===== config.mk =====
export PLATFORM = sky130hd
export DESIGN_NAME = shift_arbiter
export DESIGN_NICKNAME = d
export VERILOG_FILES = /design/src/rtl/shift_arbiter.sv
export SDC_FILE = /design/constraint.sdc
export NUM_CORES = 1
export LEC_CHECK = 0
export CAP_MARGIN = 20
export CORE_ASPECT_RATIO = 1.1
export CORE_UTILIZATION = 48
export CTS_CLUSTER_DIAMETER = 100
export CTS_CLUSTER_SIZE = 25
export DETAILED_ROUTE_END_ITERATION = 7
export PLACE_DENSITY = 0.95
export SLEW_MARGIN = 40
export SYNTH_ARGS = -nofsm -noshare
export SYNTH_HDL_FRONTEND = slang
export SYNTH_SLANG_ARGS = --single-unit

===== constraint.sdc =====
create_clock -name clk -period 6.4 [get_ports clk]
set_input_delay 0.64 -clock clk [delete_from_list [all_inputs] [get_ports clk]]
set_output_delay 0.64 -clock clk [all_outputs]
set_load 0.01 [all_outputs]

===== src/rtl/shift_arbiter.sv =====
`default_nettype none
// ============================================================================
// Module      : shift_arbiter
// Description : Round-robin share of one barrel shifter between two requesters,
//               with ARM register-shift fixup (8-bit amount, carry, sign fill).
// Revision    : 1.0 - initial release
// ============================================================================
module shift_arbiter #(
    parameter bit RR_INIT = 1'b0
) (
    input  logic        clk,
    input  logic        reset,
    input  logic        req0_valid,
    output logic        req0_ready,
    input  logic [31:0] req0_src,
    input  logic [7:0]  req0_amt,
    input  logic [1:0]  req0_sel,
    input  logic        req0_cin,
    input  logic        req1_valid,
    output logic        req1_ready,
    input  logic [31:0] req1_src,
    input  logic [7:0]  req1_amt,
    input  logic [1:0]  req1_sel,
    input  logic        req1_cin,
    output logic [31:0] sh_source,
    output logic [4:0]  sh_amount,
    output logic [1:0]  sh_sel,
    input  logic [31:0] sh_result,
    output logic        rsp_valid,
    input  logic        rsp_ready,
    output logic [31:0] rsp_result,
    output logic        rsp_carry,
    output logic        rsp_id
);

    localparam logic [1:0] c_LSL = 2'b00;
    localparam logic [1:0] c_LSR = 2'b01;
    localparam logic [1:0] c_ASR = 2'b10;
    localparam logic [1:0] c_ROR = 2'b11;

    typedef enum logic [1:0] {
        S_IDLE = 2'd0,
        S_EXEC = 2'd1,
        S_RESP = 2'd2
    } state_t;

    state_t      r_state;
    logic        r_rr;
    logic [31:0] r_src;
    logic [7:0]  r_amt;
    logic [1:0]  r_sel;
    logic        r_cin;
    logic        r_id;
    logic [31:0] r_sh_source;
    logic [4:0]  r_sh_amount;
    logic [1:0]  r_sh_sel;
    logic        r_rsp_valid;
    logic [31:0] r_rsp_result;
    logic        r_rsp_carry;
    logic        r_rsp_id;

    logic        w_grant;
    logic        w_hs;
    logic [31:0] w_in_src;
    logic [7:0]  w_in_amt;
    logic [1:0]  w_in_sel;
    logic        w_in_cin;
    logic        w_in_override;
    logic        w_big;
    logic        w_is32;
    logic [4:0]  w_a5;
    logic [31:0] w_fix_result;
    logic        w_fix_carry;

    assign w_grant    = (req0_valid & req1_valid) ? r_rr : req1_valid;
    assign req0_ready = ~reset & (r_state == S_IDLE) & req0_valid & ~w_grant;
    assign req1_ready = ~reset & (r_state == S_IDLE) & req1_valid &  w_grant;
    assign w_hs       = req0_ready | req1_ready;

    assign w_in_src = w_grant ? req1_src : req0_src;
    assign w_in_amt = w_grant ? req1_amt : req0_amt;
    assign w_in_sel = w_grant ? req1_sel : req0_sel;
    assign w_in_cin = w_grant ? req1_cin : req0_cin;

    // Cases fully resolved by the fixup run the shifter at amount 0.
    assign w_in_override = (w_in_amt == 8'd0)
                         | ((w_in_sel != c_ROR) & (|w_in_amt[7:5]))
                         | ((w_in_sel == c_ROR) & (w_in_amt[4:0] == 5'd0));

    assign w_big  = |r_amt[7:5];
    assign w_is32 = (r_amt == 8'd32);
    assign w_a5   = r_amt[4:0];

    always_comb begin
        w_fix_result = sh_result;
        w_fix_carry  = r_cin;
        if (r_amt == 8'd0) begin
            w_fix_result = r_src;
            w_fix_carry  = r_cin;
        end else begin
            case (r_sel)
                c_LSL: begin
                    if (w_big) begin
                        w_fix_result = 32'd0;
                        w_fix_carry  = w_is32 & r_src[0];
                    end else begin
                        w_fix_carry  = r_src[5'd0 - w_a5];
                    end
                end
                c_LSR: begin
                    if (w_big) begin
                        w_fix_result = 32'd0;
                        w_fix_carry  = w_is32 & r_src[31];
                    end else begin
                        w_fix_carry  = r_src[w_a5 - 5'd1];
                    end
                end
                c_ASR: begin
                    if (w_big) begin
                        w_fix_result = {32{r_src[31]}};
                        w_fix_carry  = r_src[31];
                    end else begin
                        w_fix_result = sh_result | (r_src[31] ? ~(32'hFFFF_FFFF >> w_a5) : 32'd0);
                        w_fix_carry  = r_src[w_a5 - 5'd1];
                    end
                end
                default: begin
                    if (w_a5 == 5'd0) begin
                        w_fix_result = r_src;
                        w_fix_carry  = r_src[31];
                    end else begin
                        w_fix_carry  = r_src[w_a5 - 5'd1];
                    end
                end
            endcase
        end
    end

    always_ff @(posedge clk) begin
        if (reset) begin
            r_state      <= S_IDLE;
            r_rr         <= RR_INIT;
            r_src        <= 32'd0;
            r_amt        <= 8'd0;
            r_sel        <= 2'd0;
            r_cin        <= 1'b0;
            r_id         <= 1'b0;
            r_sh_source  <= 32'd0;
            r_sh_amount  <= 5'd0;
            r_sh_sel     <= 2'd0;
            r_rsp_valid  <= 1'b0;
            r_rsp_result <= 32'd0;
            r_rsp_carry  <= 1'b0;
            r_rsp_id     <= 1'b0;
        end else begin
            case (r_state)
                S_IDLE: begin
                    if (w_hs) begin
                        r_src       <= w_in_src;
                        r_amt       <= w_in_amt;
                        r_sel       <= w_in_sel;
                        r_cin       <= w_in_cin;
                        r_id        <= w_grant;
                        r_sh_source <= w_in_src;
                        r_sh_sel    <= w_in_sel;
                        r_sh_amount <= w_in_override ? 5'd0 : w_in_amt[4:0];
                        r_state     <= S_EXEC;
                    end
                end
                S_EXEC: begin
                    r_rsp_result <= w_fix_result;
                    r_rsp_carry  <= w_fix_carry;
                    r_rsp_id     <= r_id;
                    r_rsp_valid  <= 1'b1;
                    r_state      <= S_RESP;
                end
                S_RESP: begin
                    if (rsp_ready) begin
                        r_rsp_valid <= 1'b0;
                        r_rr        <= ~r_rsp_id;
                        r_state     <= S_IDLE;
                    end
                end
                default: r_state <= S_IDLE;
            endcase
        end
    end

    assign sh_source  = r_sh_source;
    assign sh_amount  = r_sh_amount;
    assign sh_sel     = r_sh_sel;
    assign rsp_valid  = r_rsp_valid;
    assign rsp_result = r_rsp_result;
    assign rsp_carry  = r_rsp_carry;
    assign rsp_id     = r_rsp_id;

endmodule
`default_nettype wire


---- Yosys cells after proc, flatten, opt, wreduce, memory -nomap -nowiden ----
Cells that the tools add are included.
W data, S select, Z words.
cells by class
  add/subtract/negate cells ............... 2
  bitwise gates (word level) .............. 18
  shifts and indexed selects .............. 1
  reductions and logical operators ........ 14
  equal/unequal tests ..................... 9
  magnitude comparators ................... 2
  mux-type cells .......................... 27
operators by type and width
  cell                     count
  $mux W32                 6
  $pmux W32 S2             1
  $not A32 Y32             1
  $or A32 B32 Y32          1
  $shr A32 B5 Y32 const A  1
  $logic_not A8 Y1         2
  $lt A5 B6 Y1 const B     2
  $and A1 B1 Y1            10
  $bmux W1 S5              2
  $logic_not A5 Y1         2
  $mux W1                  10
  $eq A8 B6 Y1 const B     1
  $mux W8                  1
  $reduce_and A2 Y1        4
  $eq A2 B2 Y1 const B     3
  $mux W2                  3
  $ne A2 B2 Y1 const B     3
  $pmux W2 S3              1
  $reduce_or A3 Y1         2
  $mux W5                  1
  $sub A1 B5 Y5 const A    1
  $sub A5 B1 Y5 const B    1
  $eq A2 B1 Y1 const B     2
  $logic_not A2 Y1         2
  other kinds (6)          10
word-level totals
  word-level logic and storage cells ...... 85
  output and inout port bits .............. 76
  bits of input ports ..................... 123
  flip-flop bits (word level) ............. 87

---- Depth between registers and ports, before layout ----
Gate-level depths: netlist of run 1.
  word-level depth ........................ 8
  gate-level depth with buffers ........... 15
  gate-level depth less buffers ........... 11

---- Least setup slack after synthesis of run 1 ----
Ideal clock, no wire load.
  path kind ............................... register -> register
  start ................................... register r_amt[0]
  end ..................................... register r_rsp_result[24] (netlist: rsp_result[24])
  data arrival time ....................... 2.638 ns
  stages on the path, launching flop included .. 16
  setup time .............................. 0.132 ns
  slack ................................... 3.629 ns
  cell sequence ........................... dfxtp_1 > buf_6 > buf_6 > buf_6 > inv_1 > ha_1 > nand2_2 > inv_1 > ha_1 > and3b_1 > clkbuf_1 > clkbuf_1 > a21oi_1 > o21a_1 > o221ai_1 > a21oi_1
on the way
  longest elaborated chain between the ends .. 7
RTL lines
  element                 line  source
  from (decl)             50    logic [7:0] r_amt;
  from (signal assigned)  160   r_amt <= w_in_amt;
  $shr A32 B5 Y32         123   w_fix_result = sh_result | (r_src[31] ? ~(32'hFFFF_FFFF >> w_a5) : 32'd0);
  $not A32 Y32            123
  $mux W32                123
  $or A32 B32 Y32         123
  $mux W32                119   if (w_big) begin
  $pmux W32 S2            101   case (r_sel)
  $mux W32 *              97    if (r_amt == 8'd0) begin
  to (signal assigned)    171   r_rsp_result <= w_fix_result;
  to (decl)               58    logic [31:0] r_rsp_result;
Mark *: on every way between the ends. The rest lies on a longest branch, timed or not.
A chain may end at the register's enable or synchronous reset.

---- Final worst setup path of run 1 ----
  start ................................... input req0_valid
  end ..................................... output req0_ready
on the way
  longest elaborated chain between the ends .. 4
RTL lines
  element          line  source
  from (decl)      13    input logic req0_valid,
  $and A1 B1 Y1    75    assign w_grant = (req0_valid & req1_valid) ? r_rr : req1_valid;
  $mux W1          75
  $not A1 Y1       76    assign req0_ready = ~reset & (r_state == S_IDLE) & req0_valid & ~w_grant;
  $and A1 B1 Y1 *  76
  to (decl)        14    output logic req0_ready,
Marked as above.

==> run_results.csv, run 1 <==
group,metric,value,unit
setup_path,arrival,2750,ps
sta,hold_viol_final,0,
floorplanning,rows,39,
sta,setup_tns,0,ps
sta,max_slew_margin,0.456,
placed_design,gp_congestion,0.986,
layout,stdcell_area,7490,sq um
sta,worstMarginPinSlew,815,ps
sta,fin_worst_skew,6.55,ps
synthesis,ys.warnings.count,0,
cts,htreeDepth,3,
synthesis,avgSynthCellArea,8.36,sq um
synthesis,synth_top_family_by_area,"compound AO/OA/AOI/OAI gates",
cts,cts_setup_buffers,0,
sta,period_needed,3390,ps
synthesis,synthTopCellsByArea,"dfxtp_1 33%, mux2i_1 12%, a211oi_1 6.7%",
layout,syn2layout_area_growth,42.6,%
routing,vias_per_cell,6.10,
layout,diodes,0,
synthesis,synth_xor_area_frac,0.00834,
setup_path,critical-path-max-stage-delay,590,ps
global_routing,grt_max_degree,89,
synthesis,synth_seq_cells,87,
setup_path,start_kind,"input pin",
power,p_leak,2.82,nW
synthesis,ys_async_sr_fraction,0,
floorplanning,die_h,112,um
routing,drc,0,
routing,dr_total_vias,5696,
floorplanning,core_area,10500,sq um
setup_path,required,5760,ps
routing,firstDrtPassIters,7,
setup_path,cp_slowest_cell,"buf_4",
synthesis,synth_top_area_share,0.332,
power,pwr_density_cell,233,nW/um^2
cts,ctsHoldBuffers,0,
placed_design,place_area,7220,sq um
cts,cts.clk_slew.worst_paths,60,ps
layout,finalNetCount,918,
synthesis,synth_edf_count,0,
global_routing,grt_pass1_vias,5593,
synthesis,synthMuxAreaShare,0.155,
setup_path,endpoint_kind,"output port",
sta,rsz0062_at_grt,"no",
cts,cts_buffer_depth,2,
sta,drv_slew,0,
setup_path,worstPathMaxFanout,48,
global_routing,grtUsageTotal,0.335,
routing,dr.first_iter.drc_count,563,
setup_path,critPathKind,"input pin to output port",
synthesis,ys.flop_type,"dfxtp_1",
routing,routedWlPerCell,19.9,um
synthesis,synth_simple_gate_area_share,0.165,
global_routing,gr-total-overflow,0,
routing,ant_nets,0,
synthesis,synth_adder_area_share,0.0167,
cts,clock_latency,340,ps
setup_path,crit_chain,"clkdlybuf4s50_1 > inv_1 > o21ai_4 > buf_4 > and3_1 > clkdlybuf4s50_1",
synthesis,synth-compound-area-share,0.265,
cts,cts_tree,"yes",
routing,wirelength,18.6,mm
placed_design,io_buffers,198,
cts,cts-resized-gates,0,
synthesis,ys_seq_area_frac,0.332,
cts,numCtsBuffers,9,
layout,drive_above_1_share,0.0582,
floorplanning,die_area,11400,sq um
layout,nFillCells,833,
synthesis,yosys.area.top_type,"dfxtp_1",
cts,cts_sinks,87,
status,status,"completed",
floorplanning,io_pins,199,
global_routing,antenna_found_initial,0,
synthesis,syn_area,5250,sq um
synthesis,synth_cells,628,
global_routing,grt_first_pass_wirelength,29.1,mm
sta,finalCritPeriodShare,0.530,
placed_design,dp_hpwl,13.5,mm
worst_hold_path,hold_path.class,"flip-flop to flip-flop",
floorplanning,die_x,102,um
sta,max_freq,0.295,GHz
cts,root_buffer,"clkbuf_16",
synthesis,syn_nets,758,
power,irDropWorstVdd,0.118,mV
setup_path,path_common_cell,"clkdlybuf4s50_1",
run,drv_cap,0,
sta,setup_viol,0,
floorplanning,initial_core_util,0.500,
synthesis,synth_cell_types,61,
[per-stage QoR]
step                hold WS, ps  setup slack, ps  cells  total power [mW]  utilization
floorplan                   432             3630    628             0.994            -
global placement            446             3080    920              1.24        0.688
detailed placement          455             2960    920              1.26        0.688
CTS                         464             2950    934              1.74        0.713
global route                480             2870    934              1.82        0.714
finish                      467             3010    934              1.75        0.714
[cells by family after synthesis]
group / after synthesis
adder cells (fa/ha/maj): 7
AO/OA/AOI/OAI: 208
multiplexers: 71
flip-flops: 87
buffers and inverters: 66
XOR/XNOR: 5
AND/OR/NAND/NOR: 184
[final timing paths]
| kind | start | endpoint | slack (ps) | cells after the start |
|---|---|---|---|---|
| setup / recovery | req0_valid | req0_ready | 3010 | 6 |
| setup reg to reg | r_amt[1] | rsp_result[15] | 3370 | 11 |
| hold reg to reg | rsp_result[25] | rsp_result[25] | 470 | 2 |
| hold / removal | rsp_result[25] | rsp_result[25] | 470 | 2 |
[registers in the layout, summed over array words and instances (netlist names)]
signal / cells
r_state: 2
r_rr: 1
rsp_result: 32
rsp_carry: 1
sh_sel: 2
rsp_valid: 1
r_id: 1
sh_amount: 5
sh_source: 32
r_cin: 1
r_amt: 8
rsp_id: 1
[critical path: cells and delay by family]
family          cells  cell delay, ps
simple gates        1             270
compound gates      1             110
buf+inv             4            1710
[Yosys cell counts, drive strengths merged, types with 10 or more instances]
cell type  count
mux2i         62
nor3          14
clkbuf        28
dfxtp         87
a22oi         13
a21oi         50
o221ai        10
a211oi        47
buf           30
nand2         35
o21ai         38
nor2          84
[routing by layer]
| layer | vias to the layer above | routed length (um) | GRT usage |
|---|---|---|---|
| met1 | 2665 | 7640 | 0.419 |
| met4 | 0 | 609 | 0.141 |
| met3 | 50 | 1310 | 0.0521 |
| met5 | - | 0 | 0 |
| met2 | 313 | 9070 | 0.565 |
| li1 | 2668 | - | - |
[layout by cell type (no fill, tap or decap), types with 12 or more instances in the layout]
master,Yosys,layout
a211oi_1,47,47
clkdlybuf4s50_1,0,197
a21oi_1,49,49
dfxtp_1,87,87
nand2_1,33,33
mux2i_1,62,62
nor2_1,83,83
a22oi_1,13,13
nor3_1,13,12
o21ai_0,34,34
[where the power goes]
group	internal, mW	total (mW)	switching, mW
Clock	0.279	0.483	0.203
Combinational	0.292	0.590	0.298
Sequential	0.595	0.674	0.0789
[area by class of cell]
type / count / area [sq um] / share of cell area
flip-flops and latches: 87 / 1740 / 0.233
repair buffers: 207 / 2050 / 0.274
clock buffers: 13 / 260 / 0.0348
clock inverters: 1 / 5.00 / 0.000669
inverters: 8 / 30.0 / 0.00401
well taps: 143 / 179 / 0.0239
multi-input cells: 475 / 3220 / 0.430
No activity file was read; power rests on OpenSTA's default activity.
==> inputs of run 2 (changes only) <==
Settings changed: CORE_UTILIZATION 48 to 45, PLACE_DENSITY 0.95 to 0.93.
Clock period 6.4 ns to 3.55 ns, I/O delays scaled along.
==> run 2 against run 1 <==
- count of clock-buffer cells in the layout is 3 lower
- sequential share of layout area is 0.12 points lower
- clock skew is 1.5 ps lower
- total power is 79% higher
- setup slack worse by 2300 ps
- global-route usage is 5.3 points lower
- via count is 1.5% lower
- sequential power is 78% higher
- clock power is 79% higher
- first-iteration DRC count is 25% lower
==> run_results.csv, run 2 (synthesis gave the netlist of run 1 again) <==
group,metric,value,unit
layout,final_common_cell,"clkdlybuf4s50_1",
floorplanning,io_pins,199,
floorplanning,core_area,11400,sq um
setup_path,crit_path_start,"r_amt[1]",
sta,setup_viol,0,
layout,most-common-layout-cells,"197 x clkdlybuf4s50_1, 87 x dfxtp_1, 83 x nor2_1",
power,pwr_density_cell,416,nW/um^2
sta,setup_tns,0,ps
sta,max_slew_margin,0.507,
sta,hold_slack,456,ps
cts,clock_latency,340,ps
global_routing,grt_pass1_vias,5149,
layout,final_util,0.658,
setup_path,worstPathMaxFanout,16,
cts,cts_tree,"yes",
power,irDropWorstVdd,0.209,mV
cts,htreeDepth,3,
setup_path,path_buf_inv,3,
routing,firstDrtPassIters,8,
setup_path,worst_r2r_path_depth,12,
sta,worstMarginPinSlew,739,ps
power,power.total,3.13,mW
run,drv_cap,0,
setup_path,cp.depth,12,
sta,max_freq,0.354,GHz
floorplanning,initial_core_util,0.459,
routing,vias_per_cell,5.94,
setup_path,cp_slowest_cell,"dfxtp_1",
placed_design,io_buffers,198,
setup_path,r2r_setup_slack,720,ps
routing,dr.first_iter.drc_count,424,
layout,nFillCells,933,
cts,cts_sinks,87,
setup_path,required,3810,ps
global_routing,grt_first_pass_wirelength,26.5,mm
routing,routedWlPerCell,18.3,um
layout,finalNetCount,921,
global_routing,gr-total-overflow,0,
cts,numCtsBuffers,9,
routing,drc,0,
sta,rsz0062_at_grt,"no",
routing,wl_met2,8.23,mm
setup_path,arrival,3090,ps
routing,dr_total_vias,5612,
cts,cts_buffer_depth,2,
placed_design,gp_congestion,0.968,
global_routing,antenna_found_initial,0,
setup_path,crit_end,"rsp_result[15]",
routing,ant_nets,0,
setup_path,critPathKind,"flip-flop to flip-flop",
sta,period_needed,2830,ps
routing,highest_layer,"met4",
placed_design,dp_hpwl,12.7,mm
sta,finalCritPeriodShare,0.797,
floorplanning,die_x,105,um
routing,wirelength,17.3,mm
cts,root_buffer,"clkbuf_16",
setup_path,critical-path-max-stage-delay,570,ps
setup_path,start_kind,"flip-flop",
sta,drv_slew,0,
layout,instances_no_fill,945,
setup_path,crit_family,"compound AO/OA/AOI/OAI gates",
layout,drive_above_1_share,0.0642,
layout,syn2layout_area_growth,43.3,%
setup_path,timing.rr.end,"rsp_result[15]",
floorplanning,rows,41,
floorplanning,die_area,12100,sq um
floorplanning,die_h,115,um
sta,hold_viol_final,0,
sta,fin_worst_skew,5.04,ps
routing,m1WireLength,6.95,mm
setup_path,timing.rr.start,"r_amt[1]",
layout,regArea,1740,sq um
routing,dr_wl_met3,1.65,mm
setup_path,crit_chain,"inv_1 > ha_1 > nand2_2 > inv_1 > ha_1 > and3b_1 > buf_4 > a21o_1 > a31oi_1 > o21ai_0 > a221oi_1 > nor3_1",
worst_hold_path,hold_path.class,"flip-flop to flip-flop",
setup_path,endpoint_kind,"flip-flop",
cts,cts-resized-gates,0,
power,p_leak,2.84,nW
placed_design,placed_cells,930,
layout,diodes,0,
layout,multi_input_area,3220,sq um
global_routing,grt_max_degree,88,
cts,cts.clk_slew.worst_paths,60,ps
cts,ctsHoldBuffers,0,
status,status,"completed",
global_routing,grtUsageTotal,0.282,
cts,cts_setup_buffers,0,
[run 2: through the flow]
step	cell area, sq um	setup WS (ps)
final	7520	722
after global routing	7520	567
after CTS	7520	811
after detailed placement	7260	851
after global placement	7260	930
after floorplan	5250	779
[run 2: routing by layer]
| metal | up-vias | track usage |
|---|---|---|
| met5 | - | 0 |
| met4 | 0 | 0.0995 |
| met3 | 37 | 0.0658 |
| met2 | 323 | 0.478 |
| met1 | 2579 | 0.353 |
| li1 | 2673 | - |
[run 2: area by class of cell]
| type | count | area share |
|---|---|---|
| multi-input cells | 475 | 0.428 |
| repair buffers | 210 | 0.277 |
| flip-flops and latches | 87 | 0.231 |
| clock buffers | 10 | 0.0318 |
| well taps | 150 | 0.0249 |
| inverters | 8 | 0.00399 |
| clock inverters | 5 | 0.00333 |
[run 2: how the worst min path moves through the flow]
stage                   startpoint  cells after the start  slack (ps)             end
CTS                 rsp_result[24]                      2         460  rsp_result[24]
floorplan                     r_id                      2         430          rsp_id
finish              rsp_result[24]                      2         460  rsp_result[24]
detailed placement  rsp_result[19]                      2         450  rsp_result[19]
global route        rsp_result[19]                      2         470  rsp_result[19]
global placement     rsp_result[8]                      2         440   rsp_result[8]
[run 2: worst register-to-register path, cell delays in order (launching register included)]
cell and delay (ps):
dfxtp_1 570, inv_1 160, ha_1 240, nand2_2 120, inv_1 100, ha_1 250
and3b_1 220, buf_4 190, a21o_1 270, a31oi_1 130, o21ai_0 200, a221oi_1 100
nor3_1 190
[run 2: report_power, final]
part           internal, mW  total, mW  switching [mW]
Combinational         0.529       1.06           0.536
Sequential             1.07       1.20           0.128
Clock                 0.483      0.864           0.381
==> inputs of run 3 (changes only) <==
Clock period 3.55 ns to 2.78 ns, I/O delays scaled along.
==> run 3 against run 2 <==
- the flow now finishes with violations (DRC)
- final area increased by 1.1%
- die area unchanged
- sequential cell count unchanged
- clock skew increased by 5.9 ps
- highest routed layer unchanged
==> run_results.csv, run 3 (synthesis gave the netlist of run 1 again) <==
group,metric,value,unit
status,status,"complete, but fails checks",
status,violations,"DRC",
global_routing,grt_max_degree,88,
layout,most-common-layout-cells,"197 x clkdlybuf4s50_1, 87 x dfxtp_1, 83 x nor2_1",
setup_path,critical-path-max-stage-delay,330,ps
power,p_leak,2.88,nW
routing,dr.first_iter.drc_count,426,
sta,period_needed,2410,ps
setup_path,crit_chain,"inv_1 > ha_1 > nand2_2 > inv_1 > ha_1 > and3_1 > a21oi_1 > buf_4 > nand2_2 > o21bai_1 > a311oi_1",
routing,ant_nets,0,
setup_path,critPathKind,"flip-flop to flip-flop",
routing,dr_total_vias,5696,
floorplanning,core_area,11400,sq um
placed_design,place_area,7300,sq um
global_routing,antenna_found_initial,0,
layout,stdcell_area,7610,sq um
power,irDropWorstVdd,0.395,mV
sta,drv_slew,0,
cts,root_buffer,"clkbuf_16",
routing,vias_per_cell,6.00,
cts,cts_setup_buffers,0,
global_routing,grt_pass1_vias,5479,
layout,diodes,0,
power,pwr_density_cell,544,nW/um^2
floorplanning,io_pins,199,
setup_path,r2r_setup_slack,370,ps
layout,final_common_cell,"clkdlybuf4s50_1",
sta,worstMarginPinSlew,702,ps
layout,finalNetCount,925,
cts,clock_latency,340,ps
setup_path,crit_family,"compound AO/OA/AOI/OAI gates",
run,drv_cap,0,
layout,final_util,0.665,
placed_design,dp_hpwl,12.9,mm
floorplanning,die_h,115,um
cts,cts_buffer_depth,2,
worst_hold_path,hp-start,"r_id",
sta,setup_viol,0,
sta,max_freq,0.416,GHz
sta,fin_worst_skew,11.0,ps
routing,routedWlPerCell,18.5,um
layout,syn2layout_area_growth,44.9,%
routing,firstDrtPassIters,8,
cts,ctsHoldBuffers,0,
cts,numCtsBuffers,9,
floorplanning,rows,41,
sta,hold_viol_final,0,
cts,cts_tree,"yes",
cts,htreeDepth,3,
setup_path,arrival,2640,ps
sta,finalCritPeriodShare,0.865,
floorplanning,die_x,105,um
routing,wirelength,17.6,mm
global_routing,grtUsageTotal,0.293,
setup_path,start_kind,"flip-flop",
worst_hold_path,hold_path.class,"flip-flop to flip-flop",
setup_path,crit_path_start,"r_amt[0]",
setup_path,timing.rr.start,"r_amt[0]",
sta,max_slew_margin,0.528,
setup_path,endpoint_kind,"flip-flop",
layout,drive_above_1_share,0.0688,
sta,rsz0062_at_grt,"no",
setup_path,required,3010,ps
sta,setup_tns,0,ps
placed_design,gp_congestion,0.976,
global_routing,gr-total-overflow,0,
cts,cts-resized-gates,0,
setup_path,cp_slowest_cell,"dfxtp_1",
floorplanning,die_area,12100,sq um
placed_design,io_buffers,198,
setup_path,worstPathMaxFanout,20,
setup_path,path_buf_inv,3,
global_routing,grt_first_pass_wirelength,27.6,mm
cts,cts_sinks,87,
layout,nFillCells,940,
floorplanning,initial_core_util,0.459,
routing,drc,2,
cts,cts.clk_slew.worst_paths,70,ps
[run 3: worst paths after layout]
kind / endpoint / cells past startpoint
hold reg to reg: rsp_id / 2
setup / recovery: rsp_result[7] / 11
hold / removal: rsp_id / 2
setup reg to reg: rsp_result[7] / 11
[run 3: power breakdown]
group / leakage [nW] / switching (mW) / internal, mW
combinational: 2.02 / 0.696 / 0.684
sequential: 0.715 / 0.151 / 1.37
clock: 0.148 / 0.499 / 0.744
[run 3: tightest hold or removal path, cell delays in order (launching register included)]
cell and delay [ps]:
dfxtp_1 310, nand2_1 50, a21oi_1 50
[run 3: area by class of cell]
type,instances,area [sq um],area share
timing repair buffer,214,2130,0.279
tap,150,188,0.0247
sequential,87,1740,0.229
clock buffer,11,253,0.0332
clock inverter,4,55.1,0.00723
multi-input combinational,475,3220,0.423
inverter,8,30.0,0.00395
[run 3: per-stage QoR]
stage / hold slack [ps] / total power [mW] / cells / worst slack (ps)
2_1_floorplan: 432 / 2.29 / 628 / 9.32
3_3_place_gp: 443 / 2.87 / 934 / 537
3_5_place_dp: 449 / 2.89 / 934 / 444
4_1_cts: 460 / 4.13 / 949 / 407
5_1_grt: 483 / 4.32 / 949 / 92.2
6_report: 458 / 4.14 / 949 / 375
[run 3: per-layer routing]
metal	track usage	vias up	wire (um)
met5	0	-	0
met4	0.141	0	680
met3	0.0658	59	1680
met2	0.498	354	8430
met1	0.354	2596	6790
li1	-	2687	-
